===== config.mk =====
export PLATFORM = sky130hd
export DESIGN_NAME = i2cmb_byte_ctrl_flat
export DESIGN_NICKNAME = d
export VERILOG_FILES = /design/src/rtl/i2cmb_rtl_pkg.sv /design/src/rtl/i2cmb_byte_ctrl_if.sv /design/src/rtl/i2cmb_ms_timer.sv /design/src/rtl/i2cmb_byte_ctrl.sv /design/src/flat_wrapper.sv
export SDC_FILE = /design/constraint.sdc
export NUM_CORES = 1
export LEC_CHECK = 0
export BUFFER_PORTS_ARGS = -buffer_cell sky130_fd_sc_hd__buf_2
export CORE_AREA = 5 5 125 97
export CTS_BUF_LIST = sky130_fd_sc_hd__clkbuf_4
export DETAILED_ROUTE_END_ITERATION = 8
export DIE_AREA = 0 0 130 102
export GPL_TIMING_DRIVEN = 0
export PLACE_DENSITY_LB_ADDON = 0.05
export SLEW_MARGIN = 25
export SYNTH_ARGS = -nofsm -noshare
export SYNTH_HDL_FRONTEND = slang
export SYNTH_HIERARCHICAL = 1
export SYNTH_SLANG_ARGS = --single-unit

===== constraint.sdc =====
create_clock -name clk_i -period 3.65 [get_ports clk_i]
set_clock_uncertainty 0.15 [all_clocks]
set_input_delay 0 -clock clk_i [delete_from_list [all_inputs] [get_ports clk_i]]
set_output_delay 0 -clock clk_i [all_outputs]
set_load 0.02 [all_outputs]

===== src/rtl/i2cmb_rtl_pkg.sv =====
// Shared types for the I2CMB byte-level command engine.
package i2cmb_rtl_pkg;

    localparam int unsigned BUS_ID_W = 4;
    localparam int unsigned DATA_W   = 8;

    typedef enum logic [2:0] {
        CMD_WAIT     = 3'd0,
        CMD_WRITE    = 3'd1,
        CMD_READ_ACK = 3'd2,
        CMD_READ_NAK = 3'd3,
        CMD_START    = 3'd4,
        CMD_STOP     = 3'd5,
        CMD_SET_BUS  = 3'd6,
        CMD_RSVD     = 3'd7
    } cmd_code_t;

    typedef enum logic [1:0] {
        RSP_DONE     = 2'd0,
        RSP_ARB_LOST = 2'd1,
        RSP_NAK      = 2'd2,
        RSP_ERR      = 2'd3
    } rsp_code_t;

    typedef enum logic [1:0] {
        BIT_START = 2'd0,
        BIT_STOP  = 2'd1,
        BIT_WRITE = 2'd2,
        BIT_READ  = 2'd3
    } bit_cmd_t;

    typedef enum logic [3:0] {
        ST_IDLE   = 4'd0,
        ST_START  = 4'd1,
        ST_STOP   = 4'd2,
        ST_WR_BIT = 4'd3,
        ST_WR_ACK = 4'd4,
        ST_RD_BIT = 4'd5,
        ST_RD_ACK = 4'd6,
        ST_WAIT   = 4'd7,
        ST_RESP   = 4'd8
    } byte_state_t;

endpackage


===== src/rtl/i2cmb_byte_ctrl_if.sv =====
// Command/response and bit-sequencer handshake bundle of the byte engine.
interface i2cmb_byte_ctrl_if;

    logic                                   cmd_valid_i;
    logic                                   cmd_ready_o;
    logic [2:0]                             cmd_code_i;
    logic [i2cmb_rtl_pkg::DATA_W-1:0]       cmd_data_i;
    logic                                   rsp_valid_o;
    logic [1:0]                             rsp_code_o;
    logic [i2cmb_rtl_pkg::DATA_W-1:0]       rsp_data_o;
    logic [i2cmb_rtl_pkg::BUS_ID_W-1:0]     bus_sel_o;
    logic                                   bus_captured_o;
    logic                                   bit_cmd_valid_o;
    logic [1:0]                             bit_cmd_o;
    logic                                   bit_wdat_o;
    logic                                   bit_done_i;
    logic                                   bit_arb_lost_i;
    logic                                   bit_rdat_i;

    // Engine side
    modport master (
        input  cmd_valid_i, cmd_code_i, cmd_data_i, bit_done_i, bit_arb_lost_i, bit_rdat_i,
        output cmd_ready_o, rsp_valid_o, rsp_code_o, rsp_data_o, bus_sel_o, bus_captured_o,
               bit_cmd_valid_o, bit_cmd_o, bit_wdat_o
    );

    // Register block / bit sequencer side
    modport slave (
        output cmd_valid_i, cmd_code_i, cmd_data_i, bit_done_i, bit_arb_lost_i, bit_rdat_i,
        input  cmd_ready_o, rsp_valid_o, rsp_code_o, rsp_data_o, bus_sel_o, bus_captured_o,
               bit_cmd_valid_o, bit_cmd_o, bit_wdat_o
    );

endinterface


===== src/rtl/i2cmb_ms_timer.sv =====
// Millisecond countdown for WAIT; done_c is high in the last cycle of the wait.
module i2cmb_ms_timer #(
    parameter int unsigned CLK_PER_MS = 100000
) (
    input  logic       clk,
    input  logic       rst,
    input  logic       load,
    input  logic [7:0] ms,
    output logic       done_c
);

    localparam int unsigned CYC_W = (CLK_PER_MS > 1) ? $clog2(CLK_PER_MS) : 1;

    logic             running_q;
    logic [7:0]       ms_q;
    logic [CYC_W-1:0] cyc_q;

    assign done_c = running_q && (ms_q == 8'd1) && (cyc_q == '0);

    // First period is one shorter because the acceptance cycle already counts (CLK_PER_MS >= 2).
    always_ff @(posedge clk) begin
        if (rst) begin
            running_q <= 1'b0;
            ms_q      <= '0;
            cyc_q     <= '0;
        end else if (load) begin
            running_q <= 1'b1;
            ms_q      <= ms;
            cyc_q     <= CYC_W'(CLK_PER_MS - 2);
        end else if (running_q) begin
            if (cyc_q == '0) begin
                if (done_c) begin
                    running_q <= 1'b0;
                end else begin
                    ms_q  <= ms_q - 8'd1;
                    cyc_q <= CYC_W'(CLK_PER_MS - 1);
                end
            end else begin
                cyc_q <= cyc_q - CYC_W'(1);
            end
        end
    end

endmodule


===== src/rtl/i2cmb_byte_ctrl.sv =====
// Byte-level I2C command engine: expands one byte command into bit commands and returns a response.
module i2cmb_byte_ctrl
    import i2cmb_rtl_pkg::*;
#(
    parameter int unsigned NUM_BUSES  = 16,
    parameter int unsigned CLK_PER_MS = 100000
) (
    input  logic               clk_i,
    input  logic               rst_i,
    i2cmb_byte_ctrl_if.master  bus
);

    byte_state_t            state_q, state_d;
    logic [2:0]             cnt_q, cnt_d;
    logic [DATA_W-1:0]      shift_q, shift_d;
    cmd_code_t              code_q, code_d;
    logic                   bit_valid_q, bit_valid_d;
    bit_cmd_t               bit_cmd_q, bit_cmd_d;
    logic                   bit_wdat_q, bit_wdat_d;
    logic                   rsp_valid_q, rsp_valid_d;
    rsp_code_t              rsp_code_q, rsp_code_d;
    logic [DATA_W-1:0]      rsp_data_q, rsp_data_d;
    logic [BUS_ID_W-1:0]    bus_sel_q, bus_sel_d;
    logic                   captured_q, captured_d;
    logic                   ready_q, ready_d;
    rsp_code_t              imm_code;
    logic                   timer_load;
    logic                   timer_done_c;
    cmd_code_t              code_in;

    assign code_in = cmd_code_t'(bus.cmd_code_i);

    i2cmb_ms_timer #(.CLK_PER_MS(CLK_PER_MS)) u_timer (
        .clk    (clk_i),
        .rst    (rst_i),
        .load   (timer_load),
        .ms     (bus.cmd_data_i),
        .done_c (timer_done_c)
    );

    always_ff @(posedge clk_i) begin
        if (rst_i) begin
            state_q     <= ST_IDLE;
            cnt_q       <= '0;
            shift_q     <= '0;
            code_q      <= CMD_WAIT;
            bit_valid_q <= 1'b0;
            bit_cmd_q   <= BIT_START;
            bit_wdat_q  <= 1'b0;
            rsp_valid_q <= 1'b0;
            rsp_code_q  <= RSP_DONE;
            rsp_data_q  <= '0;
            bus_sel_q   <= '0;
            captured_q  <= 1'b0;
            ready_q     <= 1'b0;
        end else begin
            state_q     <= state_d;
            cnt_q       <= cnt_d;
            shift_q     <= shift_d;
            code_q      <= code_d;
            bit_valid_q <= bit_valid_d;
            bit_cmd_q   <= bit_cmd_d;
            bit_wdat_q  <= bit_wdat_d;
            rsp_valid_q <= rsp_valid_d;
            rsp_code_q  <= rsp_code_d;
            rsp_data_q  <= rsp_data_d;
            bus_sel_q   <= bus_sel_d;
            captured_q  <= captured_d;
            ready_q     <= ready_d;
        end
    end

    always_comb begin
        state_d     = state_q;
        cnt_d       = cnt_q;
        shift_d     = shift_q;
        code_d      = code_q;
        bit_valid_d = bit_valid_q;
        bit_cmd_d   = bit_cmd_q;
        bit_wdat_d  = bit_wdat_q;
        rsp_code_d  = rsp_code_q;
        rsp_data_d  = rsp_data_q;
        bus_sel_d   = bus_sel_q;
        captured_d  = captured_q;
        imm_code    = RSP_ERR;
        timer_load  = 1'b0;

        case (state_q)
            ST_IDLE: begin
                if (bus.cmd_valid_i && ready_q) begin
                    code_d  = code_in;
                    shift_d = bus.cmd_data_i;
                    cnt_d   = '0;
                    state_d = ST_RESP;
                    case (code_in)
                        CMD_WAIT: if (!captured_q) begin
                            if (bus.cmd_data_i == '0) imm_code = RSP_DONE;
                            else begin
                                timer_load = 1'b1;
                                state_d    = ST_WAIT;
                            end
                        end
                        CMD_WRITE:    if (captured_q) state_d = ST_WR_BIT;
                        CMD_READ_ACK,
                        CMD_READ_NAK: if (captured_q) state_d = ST_RD_BIT;
                        CMD_START:    state_d = ST_START;
                        CMD_STOP:     if (captured_q) state_d = ST_STOP;
                        CMD_SET_BUS:  if (!captured_q && ({1'b0, bus.cmd_data_i} < 9'(NUM_BUSES))) begin
                            bus_sel_d = bus.cmd_data_i[BUS_ID_W-1:0];
                            imm_code  = RSP_DONE;
                        end
                        default: ;
                    endcase
                    if (state_d == ST_RESP) rsp_code_d = imm_code;
                end
            end

            // Shared bit handshake: raise, hold until done/arb, then drop for one cycle.
            ST_START, ST_STOP, ST_WR_BIT, ST_WR_ACK, ST_RD_BIT, ST_RD_ACK: begin
                if (!bit_valid_q) begin
                    bit_valid_d = 1'b1;
                    bit_wdat_d  = 1'b0;
                    case (state_q)
                        ST_START:  bit_cmd_d = BIT_START;
                        ST_STOP:   bit_cmd_d = BIT_STOP;
                        ST_WR_BIT: begin
                            bit_cmd_d  = BIT_WRITE;
                            bit_wdat_d = shift_q[DATA_W-1];
                        end
                        ST_RD_ACK: begin
                            bit_cmd_d  = BIT_WRITE;
                            bit_wdat_d = (code_q == CMD_READ_NAK);
                        end
                        default:   bit_cmd_d = BIT_READ;
                    endcase
                end else if (bus.bit_arb_lost_i) begin
                    bit_valid_d = 1'b0;
                    captured_d  = 1'b0;
                    rsp_code_d  = RSP_ARB_LOST;
                    state_d     = ST_RESP;
                end else if (bus.bit_done_i) begin
                    bit_valid_d = 1'b0;
                    case (state_q)
                        ST_START: begin
                            captured_d = 1'b1;
                            rsp_code_d = RSP_DONE;
                            state_d    = ST_RESP;
                        end
                        ST_STOP: begin
                            captured_d = 1'b0;
                            rsp_code_d = RSP_DONE;
                            state_d    = ST_RESP;
                        end
                        ST_WR_BIT: begin
                            shift_d = {shift_q[DATA_W-2:0], 1'b0};
                            cnt_d   = cnt_q + 3'd1;
                            if (cnt_q == 3'd7) state_d = ST_WR_ACK;
                        end
                        ST_WR_ACK: begin
                            rsp_code_d = bus.bit_rdat_i ? RSP_NAK : RSP_DONE;
                            state_d    = ST_RESP;
                        end
                        ST_RD_BIT: begin
                            shift_d = {shift_q[DATA_W-2:0], bus.bit_rdat_i};
                            cnt_d   = cnt_q + 3'd1;
                            if (cnt_q == 3'd7) state_d = ST_RD_ACK;
                        end
                        default: begin
                            rsp_data_d = shift_q;
                            rsp_code_d = RSP_DONE;
                            state_d    = ST_RESP;
                        end
                    endcase
                end
            end

            ST_WAIT: begin
                if (timer_done_c) begin
                    rsp_code_d = RSP_DONE;
                    state_d    = ST_RESP;
                end
            end

            ST_RESP: state_d = ST_IDLE;

            default: state_d = ST_IDLE;
        endcase

        rsp_valid_d = (state_d == ST_RESP);
        ready_d     = (state_d == ST_IDLE);
    end

    assign bus.cmd_ready_o     = ready_q;
    assign bus.rsp_valid_o     = rsp_valid_q;
    assign bus.rsp_code_o      = rsp_code_q;
    assign bus.rsp_data_o      = rsp_data_q;
    assign bus.bus_sel_o       = bus_sel_q;
    assign bus.bus_captured_o  = captured_q;
    assign bus.bit_cmd_valid_o = bit_valid_q;
    assign bus.bit_cmd_o       = bit_cmd_q;
    assign bus.bit_wdat_o      = bit_wdat_q;

endmodule


===== src/flat_wrapper.sv =====
// flat-port wrapper written by rule: the top's interface ports become plain ports
module i2cmb_byte_ctrl_flat import i2cmb_rtl_pkg::*;
#(
    parameter int unsigned NUM_BUSES  = 16,
    parameter int unsigned CLK_PER_MS = 100000
)
  (clk_i, rst_i, bus_cmd_valid_i, bus_cmd_code_i, bus_cmd_data_i, bus_bit_done_i, bus_bit_arb_lost_i, bus_bit_rdat_i, bus_cmd_ready_o, bus_rsp_valid_o, bus_rsp_code_o, bus_rsp_data_o, bus_bus_sel_o, bus_bus_captured_o, bus_bit_cmd_valid_o, bus_bit_cmd_o, bus_bit_wdat_o);
  i2cmb_byte_ctrl_if bus_i ();
  input  logic clk_i;
  input  logic rst_i;
  input wire logic [$bits(bus_i.cmd_valid_i)-1:0] bus_cmd_valid_i;
  input wire logic [$bits(bus_i.cmd_code_i)-1:0] bus_cmd_code_i;
  input wire logic [$bits(bus_i.cmd_data_i)-1:0] bus_cmd_data_i;
  input wire logic [$bits(bus_i.bit_done_i)-1:0] bus_bit_done_i;
  input wire logic [$bits(bus_i.bit_arb_lost_i)-1:0] bus_bit_arb_lost_i;
  input wire logic [$bits(bus_i.bit_rdat_i)-1:0] bus_bit_rdat_i;
  output wire logic [$bits(bus_i.cmd_ready_o)-1:0] bus_cmd_ready_o;
  output wire logic [$bits(bus_i.rsp_valid_o)-1:0] bus_rsp_valid_o;
  output wire logic [$bits(bus_i.rsp_code_o)-1:0] bus_rsp_code_o;
  output wire logic [$bits(bus_i.rsp_data_o)-1:0] bus_rsp_data_o;
  output wire logic [$bits(bus_i.bus_sel_o)-1:0] bus_bus_sel_o;
  output wire logic [$bits(bus_i.bus_captured_o)-1:0] bus_bus_captured_o;
  output wire logic [$bits(bus_i.bit_cmd_valid_o)-1:0] bus_bit_cmd_valid_o;
  output wire logic [$bits(bus_i.bit_cmd_o)-1:0] bus_bit_cmd_o;
  output wire logic [$bits(bus_i.bit_wdat_o)-1:0] bus_bit_wdat_o;
  assign bus_i.cmd_valid_i = bus_cmd_valid_i;
  assign bus_i.cmd_code_i = bus_cmd_code_i;
  assign bus_i.cmd_data_i = bus_cmd_data_i;
  assign bus_i.bit_done_i = bus_bit_done_i;
  assign bus_i.bit_arb_lost_i = bus_bit_arb_lost_i;
  assign bus_i.bit_rdat_i = bus_bit_rdat_i;
  assign bus_cmd_ready_o = bus_i.cmd_ready_o;
  assign bus_rsp_valid_o = bus_i.rsp_valid_o;
  assign bus_rsp_code_o = bus_i.rsp_code_o;
  assign bus_rsp_data_o = bus_i.rsp_data_o;
  assign bus_bus_sel_o = bus_i.bus_sel_o;
  assign bus_bus_captured_o = bus_i.bus_captured_o;
  assign bus_bit_cmd_valid_o = bus_i.bit_cmd_valid_o;
  assign bus_bit_cmd_o = bus_i.bit_cmd_o;
  assign bus_bit_wdat_o = bus_i.bit_wdat_o;
  i2cmb_byte_ctrl #(.NUM_BUSES(NUM_BUSES), .CLK_PER_MS(CLK_PER_MS)) u_core (.clk_i(clk_i), .rst_i(rst_i), .bus(bus_i));
endmodule

==> run summary, run 1 <==
final setup violation count = 0
syn_area_per_cell = 8.523 um2
crit-path most repeated cell = nor4_2
Synth Area in Compound Gates = 0.1740
worst path arrival time = 3.40 ns
worst hold start = bus_cmd_valid_i
CTS sink count = 65
number of port buffers = 36
f_max = 0.3098 GHz
grt ovf = 0
peak supply drop = 0.1680 mV
endpoint class of the critical path = flip-flop
simple-gate portion of the synthesized area = 0.2916
clock tree buffer depth = 2
multi-input logic area = 2210 um2
critical path's top delay family = simple AND/OR/NAND/NOR gates
clock latency on the worst-skew pair = 0.42 ns
CP cell instances = nor4_2 -> nand2_1 -> nor4_2 -> mux2i_1 -> a32oi_1 -> o311ai_4 -> o21bai_4 -> a221oi_1
vias in the first global route = 3290
Hold EP = u_core/code_q[2]$_SDFFE_PP0P_
count leader, synth = nor2_1
Mapped Area = 3674 um2
vias per cell = 5.405
pin count of the biggest net entering global routing = 11
Root Buffer = clkbuf_4
reg2reg path depth = 8
first-pass GRT wire length = 17.42 mm
FF-to-FF End = u_core/bus.rsp_code_o[1]$_SDFFE_PP0P_
Critical path buffers and inverters = 0
Yosys top cell area share = 0.3542
placed inst area = 4029 um2
initial core utilization = 0.3422
Post-Syn Instances = 431
Worst EP required = 3.82 ns
final-stage net count = 523
# IOs = 38
area delta synth->final = 20.06%
std cell rows = 33
Global Route Usage Sum = 0.1686
worst reg2reg startpoint = u_core/u_timer/ms_q[2]$_SDFFE_PP0P_
Worst slew margin = 0.3301
flops & latches, synth = 65
Routed WL = 10.86 mm
post-synth net total = 453
CTS buffer count = 9
main combinational cell family by area after synthesis = simple AND/OR/NAND/NOR gates
die span in x = 130 um
WS Path Type = flip-flop to flip-flop
final worst slack = 0.4217 ns
Synth cell types = 70
die area = 13260 um2
initial antenna violation count = 0
startpoint types = flip-flop
Initial DRC Count = 221
synth top area cells = dfxtp_1, nor2_1, mux2i_1, nand2_1, mux2_2
outcome = completed
height of the die = 102 um
Slew Viols, Final = 0
Final min period = 3.228 ns
setup TNS = 0 ns
post-synthesis adder-cell area fraction = 0.01703
Pre-antenna DRT Iters = 5
power density cells = 407.1 nW/um2
FF-to-FF setup slack = 0.42 ns
max incr delay on CP = 0.57 ns
antenna-violating nets left = 0
HP Class = input port to flip-flop
total power = 1.795 mW
Slew @ Worst Pin = 0.9957 ns
register area share after synthesis = 0.3542
EDFF count, synth = 0
CTS H-tree depth = 3
DP HPWL = 8.098 mm
cell taking the most area after synthesis = dfxtp_1
Worst Hold Depth = 5
ANT cells = 0
core box area = 10740 um2
Max Cap Viol = 0
RSZ-0062 raised after global routing = no
pre-CTS setup slack = 0.2821 ns
share of layout cells above drive strength 1 = 0.1825
synth cell count leaders = nor2_1, dfxtp_1, nand2_1
Reg clk slew, reported paths = 0.11 ns
post-synthesis mux area share = 0.08856
leakage = 1.721 nW
CP Max Fanout = 7
fin area = 4410 um2
drt wl/cell = 16.87 um
Fillers = 1116
Critical-path top delay cell = nor4_2
CTS tree = done
Storage cell area = 1301 um2
xor and xnor area share after synthesis = 0.02861
Async S/R FF share, synth = 0
DR vias = 3481
crit share post-route = 0.8845
main flop type after synthesis = dfxtp_1
final hold violations = 0
Yosys Warn Count = 6
RD Place Congestion = 0.8978
DRC Markers = 0
==> timing repair <==
action,4_1_cts,5_1_grt
hold endpoints to repair,32,0
resized for setup,0,1
setup endpoints to repair,0,1
setup buffers,0,0
hold buffers,23,0
==> cells by family (layout without fill, tap and decap cells) <==
family          after synthesis  count (layout)
compound gates               89              89
xor+xnor                     12              12
fa+ha+maj                     5               5
buf+inv                      38             111
flops                        65              65
mux                          31              31
simple gates                191             191
==> sequential cells by signal, indices dropped and copies added (netlist names) <==
register and flops:
u_core/bus.bit_cmd_o 2, u_core/bus.bit_cmd_valid_o 1, u_core/bus.bit_wdat_o 1, u_core/bus.bus_captured_o 1, u_core/bus.bus_sel_o 4, u_core/bus.cmd_ready_o 1
u_core/bus.rsp_code_o 2, u_core/bus.rsp_data_o 8, u_core/bus.rsp_valid_o 1, u_core/cnt_q 3, u_core/code_q 3, u_core/shift_q 8
u_core/state_q 4, u_core/u_timer/cyc_q 17, u_core/u_timer/ms_q 8, u_core/u_timer/running_q 1
==> stage by stage <==
| step | std cells | hold slack, ns | util |
|---|---|---|---|
| finish | 644 | 0.04852 | 0.4108 |
| global route | 644 | 0.07859 | 0.4108 |
| CTS | 644 | 0.02016 | 0.4103 |
| detailed placement | 607 | 0.1433 | 0.3753 |
| global placement | 607 | 0.1334 | 0.3753 |
| floorplan | 431 | -0.01404 | - |
==> cells in the final DEF, fill, tap and decap left out, types with 14 or more instances in the layout <==
cell type / Yosys / routed
o21ai_0: 15 / 15
inv_1: 14 / 14
dfxtp_1: 65 / 65
mux2i_1: 19 / 19
nand3_1: 14 / 14
buf_2: 3 / 39
nor2_1: 67 / 67
a21oi_1: 22 / 22
nand2_1: 32 / 32
dlygate4sd3_1: 0 / 23
clkbuf_1: 16 / 16
==> worst register-to-register path: stages (launching register included) <==
cell      delay, ns
dfxtp_1        0.39
nor4_2         0.57
nand2_1        0.33
nor4_2         0.49
mux2i_1        0.16
a32oi_1        0.36
o311ai_4       0.16
o21bai_4       0.24
a221oi_1       0.29
==> report_power, final <==
part / total [mW] / switching (mW) / internal [mW] / leakage [nW]
sequential: 0.786 / 0.0374 / 0.749 / 0.527
clock: 0.535 / 0.258 / 0.276 / 0.0821
combinational: 0.475 / 0.290 / 0.185 / 1.11
==> per-layer routing <==
metal  share of wire  vias up  global-route usage  wire length [um]
met3           0.068       11             0.04336               741
met5               0        -                   0                 0
met1            0.52     1652              0.2595              5687
met4           0.014        0             0.04633               153
met2            0.39      101              0.2289              4282
li1                -     1717                   -                 -
==> worst max-delay path by stage <==
| stage | endpoint | depth (start not counted) | start | slack [ns] |
|---|---|---|---|---|
| after floorplan | u_core/bus.rsp_code_o[0]$_SDFFE_PP0P_ | 9 | u_core/u_timer/cyc_q[0]$_SDFFE_PP0P_ | 0.90 |
| after global placement | u_core/bus.rsp_code_o[1]$_SDFFE_PP0P_ | 8 | u_core/u_timer/ms_q[2]$_SDFFE_PP0P_ | 0.24 |
| after detailed placement | u_core/bus.rsp_code_o[0]$_SDFFE_PP0P_ | 8 | u_core/u_timer/ms_q[2]$_SDFFE_PP0P_ | 0.28 |
| after CTS | u_core/bus.rsp_code_o[0]$_SDFFE_PP0P_ | 9 | u_core/u_timer/ms_q[0]$_SDFFE_PP0P_ | 0.24 |
| after global routing | u_core/bus.rsp_code_o[0]$_SDFFE_PP0P_ | 8 | u_core/u_timer/ms_q[2]$_SDFFE_PP0P_ | 0.26 |
| final | u_core/bus.rsp_code_o[1]$_SDFFE_PP0P_ | 8 | u_core/u_timer/ms_q[2]$_SDFFE_PP0P_ | 0.42 |
==> layout make-up <==
type	count	area share
inverter	14	0.01191
buffer	24	0.02638
tap	140	0.03972
multi-input combinational	328	0.5010
clock buffer	10	0.01702
timing repair buffer	59	0.09305
clock inverter	4	0.01589
sequential	65	0.2950
Note: power is estimated with default switching activity, not from simulation.
==> run 2, diff against run 1 <==
==> constraint.sdc (replaced) <==
create_clock -name clk_i -period 3.65 [get_ports clk_i]
set_clock_uncertainty 0.15 [all_clocks]
set_input_delay 0.5475 -clock clk_i [delete_from_list [all_inputs] [get_ports clk_i]]
set_output_delay 0.5475 -clock clk_i [all_outputs]
set_load 0.02 [all_outputs]
==> run 2 against run 1 <==
  * Global-route usage decreased by 0.29 points
  * Utilization decreased by 2.1 points
  * Critical endpoint unchanged
  * Die area unchanged
  * Flip-flop and latch count unchanged
  * Sequential power about the same
  * Final cell count decreased by 3.6%
  * Critical path depth unchanged
  * Fmax increased by 1.2%
  * Count of clock-buffer cells in the layout unchanged
  * Sequential share of layout area increased by 1.6 points
  * First-iteration DRC count unchanged
==> run summary, run 2 (synthesized netlist as in run 1, its figures left out) <==
endpoint class of the critical path = flip-flop
share of layout cells above drive strength 1 = 0.1913
height of the die = 102 um
DR vias = 3422
Root Buffer = clkbuf_4
die span in x = 130 um
CP Max Fanout = 7
Setup Buffers After CTS = 0
first-pass GRT wire length = 17.08 mm
initial core utilization = 0.3422
area delta synth->final = 13.79%
peak supply drop = 0.1676 mV
CTS H-tree depth = 3
reg2reg path depth = 8
clock latency on the worst-skew pair = 0.42 ns
# IOs = 38
total power = 1.779 mW
commonest non-fill, non-tap cell in the layout = nor2_1
vias per cell = 5.510
pin count of the biggest net entering global routing = 11
Routed WL = 10.69 mm
Top reg by flops = u_core/u_timer/cyc_q
CTS sink count = 65
Hold EP = u_core/code_q[2]$_SDFFE_PP0P_
outcome = completed
Worst EP required = 3.83 ns
DP HPWL = 8.098 mm
number of port buffers = 36
FF-to-FF End = u_core/bus.rsp_code_o[1]$_SDFFE_PP0P_
clock tree buffer depth = 2
final-stage net count = 500
DRC Markers = 0
CTS tree = done
Global Route Usage Sum = 0.1657
FF-to-FF setup slack = 0.46 ns
worst path arrival time = 3.36 ns
vias in the first global route = 3182
grt ovf = 0
Initial DRC Count = 221
setup TNS = 0 ns
crit share post-route = 0.8736
std cell rows = 33
max reg flops = 17
initial antenna violation count = 0
leakage = 1.647 nW
most frequent cells in the layout = nor2_1, dfxtp_1, buf_2, nand2_1, a21oi_1
final hold violations = 0
power density cells = 425.6 nW/um2
WS Path Type = flip-flop to flip-flop
core box area = 10740 um2
Slew Viols, Final = 0
CTS buffer count = 9
Final min period = 3.189 ns
final setup violation count = 0
RD Place Congestion = 0.8978
Max Cap Viol = 0
worst hold start = bus_cmd_code_i[2]
Reg clk slew, reported paths = 0.11 ns
startpoint types = flip-flop
die area = 13260 um2
CP startpoint = u_core/u_timer/ms_q[2]$_SDFFE_PP0P_
Pre-antenna DRT Iters = 5
HP Class = input port to flip-flop
drt wl/cell = 17.22 um
Worst slew margin = 0.3372
antenna-violating nets left = 0
f_max = 0.3136 GHz
ANT cells = 0
worst reg2reg startpoint = u_core/u_timer/ms_q[2]$_SDFFE_PP0P_
Slew @ Worst Pin = 0.9852 ns
Worst Hold Depth = 3
RSZ-0062 raised after global routing = no
[run 2: changes by cell type in the layout (fill, tap and decap cells not counted)]
cell           previous run  this run
dlygate4sd3_1            23         0
[run 2: worst max path at each step]
stage,to,cells past startpoint
2_1_floorplan,u_core/bus.rsp_code_o[0]$_SDFFE_PP0P_,9
3_3_place_gp,u_core/bus.rsp_code_o[1]$_SDFFE_PP0P_,8
3_5_place_dp,u_core/bus.rsp_code_o[0]$_SDFFE_PP0P_,8
4_1_cts,u_core/bus.rsp_code_o[0]$_SDFFE_PP0P_,9
5_1_grt,u_core/bus.rsp_code_o[0]$_SDFFE_PP0P_,8
6_report,u_core/bus.rsp_code_o[1]$_SDFFE_PP0P_,8
[run 2: worst max-delay path, cell delays in order, from the launching register on]
cell and delay (ns):
dfxtp_1 0.39, nor4_2 0.57, nand2_1 0.33, nor4_2 0.48, mux2i_1 0.15, a32oi_1 0.35
o311ai_4 0.15, o21bai_4 0.23, a221oi_1 0.28
[run 2: per-layer routing]
layer	routed length [um]	GRT usage	vias up
met1	5670	0.2583	1645
met4	153	0.04633	0
met2	4175	0.2186	98
met5	0	0	-
li1	-	-	1669
met3	692	0.04545	10
[run 2: cell type report]
cell class / count / area, um2
Tap cell: 140 / 175.2
Clock inverter: 4 / 70.07
Multi-Input combinational cell: 328 / 2210
Clock buffer: 10 / 75.07
Buffer: 24 / 116.4
Fill cell: 1131 / 6555
Inverter: 14 / 52.55
Sequential cell: 65 / 1301
Timing Repair Buffer: 36 / 180.2
[run 2: per-stage QoR]
| step | worst slack [ns] | std cells | instance area [um2] | utilization | hold slack, ns |
|---|---|---|---|---|---|
| after floorplan | 0.9027 | 431 | 3674 | - | 0.2811 |
| after global placement | 0.2403 | 607 | 4029 | 0.3753 | 0.2941 |
| after detailed placement | 0.2821 | 607 | 4029 | 0.3753 | 0.3017 |
| after CTS | 0.2415 | 621 | 4174 | 0.3888 | 0.2308 |
| after global routing | 0.2632 | 621 | 4180 | 0.3894 | 0.2599 |
| final | 0.4612 | 621 | 4180 | 0.3894 | 0.2650 |
[run 2: where the power goes]
| group | total [mW] | internal (mW) | switching, mW | leakage, nW |
|---|---|---|---|---|
| clock | 0.535 | 0.276 | 0.258 | 0.0821 |
| combinational | 0.458 | 0.172 | 0.287 | 1.04 |
| sequential | 0.786 | 0.749 | 0.0374 | 0.527 |
[run 2: what timing repair did]
action / CTS / global route
hold endpoints to repair: 0 / 0
hold buffers: 0 / 0
endpoints found under the setup margin: 0 / 1
gates resized for setup: 0 / 1
==> run 3, diff against run 2 <==
- ABC_AREA: default -> 0
- BUFFER_PORTS_ARGS: -buffer_cell sky130_fd_sc_hd__buf_2 -> default
- DONT_BUFFER_PORTS: default -> 1
- clock period: 3.65 -> 4.15 ns (I/O delays scaled with it)
==> run 3 against run 2 <==
  * Utilization is 1.7 points lower
  * Register-to-register slack improved by 0.26 ns
  * Die area unchanged
  * Wire length grew 0.24%
  * Flip-flop and latch count unchanged
  * Power fell by 16%
  * Sequential share of layout area up 1.5 points
  * Combinational power down 21%
  * Final cell count is 5.5% lower
  * Non-clock buffer count decreased by 36
  * Largest cell class unchanged
  * Largest power group unchanged
==> run summary, run 3 (synthesized netlist as in run 1, its figures left out) <==
outcome = completed
power density cells = 375.9 nW/um2
max reg flops = 17
critical path's top delay family = simple AND/OR/NAND/NOR gates
CTS tree = done
share of layout cells above drive strength 1 = 0.1275
core box area = 10740 um2
worst reg2reg startpoint = u_core/u_timer/ms_q[0]$_SDFFE_PP0P_
drt wl/cell = 18.26 um
Top reg by flops = u_core/u_timer/cyc_q
vias per cell = 5.530
# IOs = 38
RD Place Congestion = 0.8860
FF-to-FF setup slack = 0.72 ns
final-stage net count = 464
total power = 1.501 mW
Slew @ Worst Pin = 0.8314 ns
Critical-path top delay cell = nor4_1
die span in x = 130 um
vias in the first global route = 3044
HP Class = input port to flip-flop
crit share post-route = 0.8266
CP Max Fanout = 7
Fillers = 1150
Root Buffer = clkbuf_4
area delta synth->final = 8.719%
endpoint class of the critical path = flip-flop
clock tree buffer depth = 2
die area = 13260 um2
Final min period = 3.431 ns
std cell rows = 33
pre-CTS setup slack = 0.7051 ns
pin count of the biggest net entering global routing = 12
peak supply drop = 0.1821 mV
CP cell instances = ha_1 -> nor3b_1 -> nand2_1 -> nor4_1 -> mux2i_1 -> a32oi_1 -> o311ai_4 -> o21bai_4 -> a221oi_1
Global Route Usage Sum = 0.1706
clock latency on the worst-skew pair = 0.41 ns
CP startpoint = u_core/u_timer/ms_q[0]$_SDFFE_PP0P_
number of port buffers = 0
Worst EP required = 4.32 ns
grt ovf = 0
leakage = 1.469 nW
Reg clk slew, reported paths = 0.12 ns
Routed WL = 10.72 mm
RSZ-0062 raised after global routing = no
height of the die = 102 um
Hold-fix buffers, CTS = 0
DP HPWL = 8.116 mm
setup TNS = 0 ns
most frequent cells in the layout = nor2_1, dfxtp_1, nand2_1, a21oi_1, mux2i_1
Slew Viols, Final = 0
CTS H-tree depth = 3
max incr delay on CP = 0.70 ns
initial core utilization = 0.3422
Initial DRC Count = 229
Critical path buffers and inverters = 0
worst path arrival time = 3.60 ns
ANT cells = 0
DR vias = 3246
final setup violation count = 0
WS Path Type = flip-flop to flip-flop
final hold violations = 0
CTS sink count = 65
worst hold start = bus_cmd_code_i[2]
final worst slack = 0.7195 ns
Setup Buffers After CTS = 0
Max Cap Viol = 0
startpoint types = flip-flop
DRC Markers = 0
CTS resizes = 0
first-pass GRT wire length = 17.15 mm
antenna-violating nets left = 0
FF-to-FF End = u_core/bus.rsp_code_o[0]$_SDFFE_PP0P_
reg2reg path depth = 9
CTS buffer count = 9
Worst slew margin = 0.4406
initial antenna violation count = 0
Worst Hold Depth = 2
commonest non-fill, non-tap cell in the layout = nor2_1
Hold EP = u_core/code_q[2]$_SDFFE_PP0P_
f_max = 0.2915 GHz
Pre-antenna DRT Iters = 5
==> run 3: cell types whose count changed in the layout (fill, tap and decap cells not counted) <==
cell / previous run / this run
clkinv_2: 2 / 1
clkinv_1: 0 / 1
clkinv_4: 0 / 2
buf_2: 39 / 3
bufinv_16: 2 / 1
clkbuf_4: 10 / 11
==> run 3: worst max-delay path by stage <==
stage / end / slack (ns) / cells past startpoint
after global routing: u_core/bus.rsp_code_o[0]$_SDFFE_PP0P_ / 0.25 / 8
after global placement: u_core/bus.rsp_code_o[1]$_SDFFE_PP0P_ / 0.72 / 8
after floorplan: u_core/bus.rsp_code_o[0]$_SDFFE_PP0P_ / 1.40 / 9
final: u_core/bus.rsp_code_o[0]$_SDFFE_PP0P_ / 0.72 / 9
after detailed placement: u_core/bus.rsp_code_o[1]$_SDFFE_PP0P_ / 0.71 / 9
after CTS: u_core/bus.rsp_code_o[1]$_SDFFE_PP0P_ / 0.64 / 9
==> run 3: per-stage QoR <==
step                      cell area (um2)  hold slack (ns)  instances    util
after global routing                 3994           0.1376        587  0.3720
after global placement               3849           0.2931        571  0.3585
final                                3994           0.1945        587  0.3720
after floorplan                      3674           0.2811        431       -
after detailed placement             3849           0.3007        571  0.3585
after CTS                            3988           0.1533        587  0.3714
==> run 3: layout make-up <==
class / instances / area [um2] / share of cell area
flip-flops and latches: 65 / 1301 / 0.3258
clock inverters: 5 / 56.30 / 0.01410
clock buffers: 11 / 82.58 / 0.02068
inverters: 14 / 52.55 / 0.01316
multi-input cells: 328 / 2210 / 0.5533
well taps: 140 / 175.2 / 0.04386
plain buffers: 24 / 116.4 / 0.02914
==> run 3: routing by layer <==
| metal | vias up | global-route usage | part of all wire |
|---|---|---|---|
| met5 | - | 0 | 0 |
| met4 | 0 | 0.03834 | 0.0091 |
| met3 | 8 | 0.06949 | 0.090 |
| met2 | 84 | 0.2242 | 0.39 |
| met1 | 1541 | 0.2565 | 0.51 |
| li1 | 1613 | - | - |
==> run 3: report_power, final <==
part           internal [mW]  switching, mW
Clock                  0.197          0.240
Combinational          0.141          0.222
Sequential             0.659         0.0432
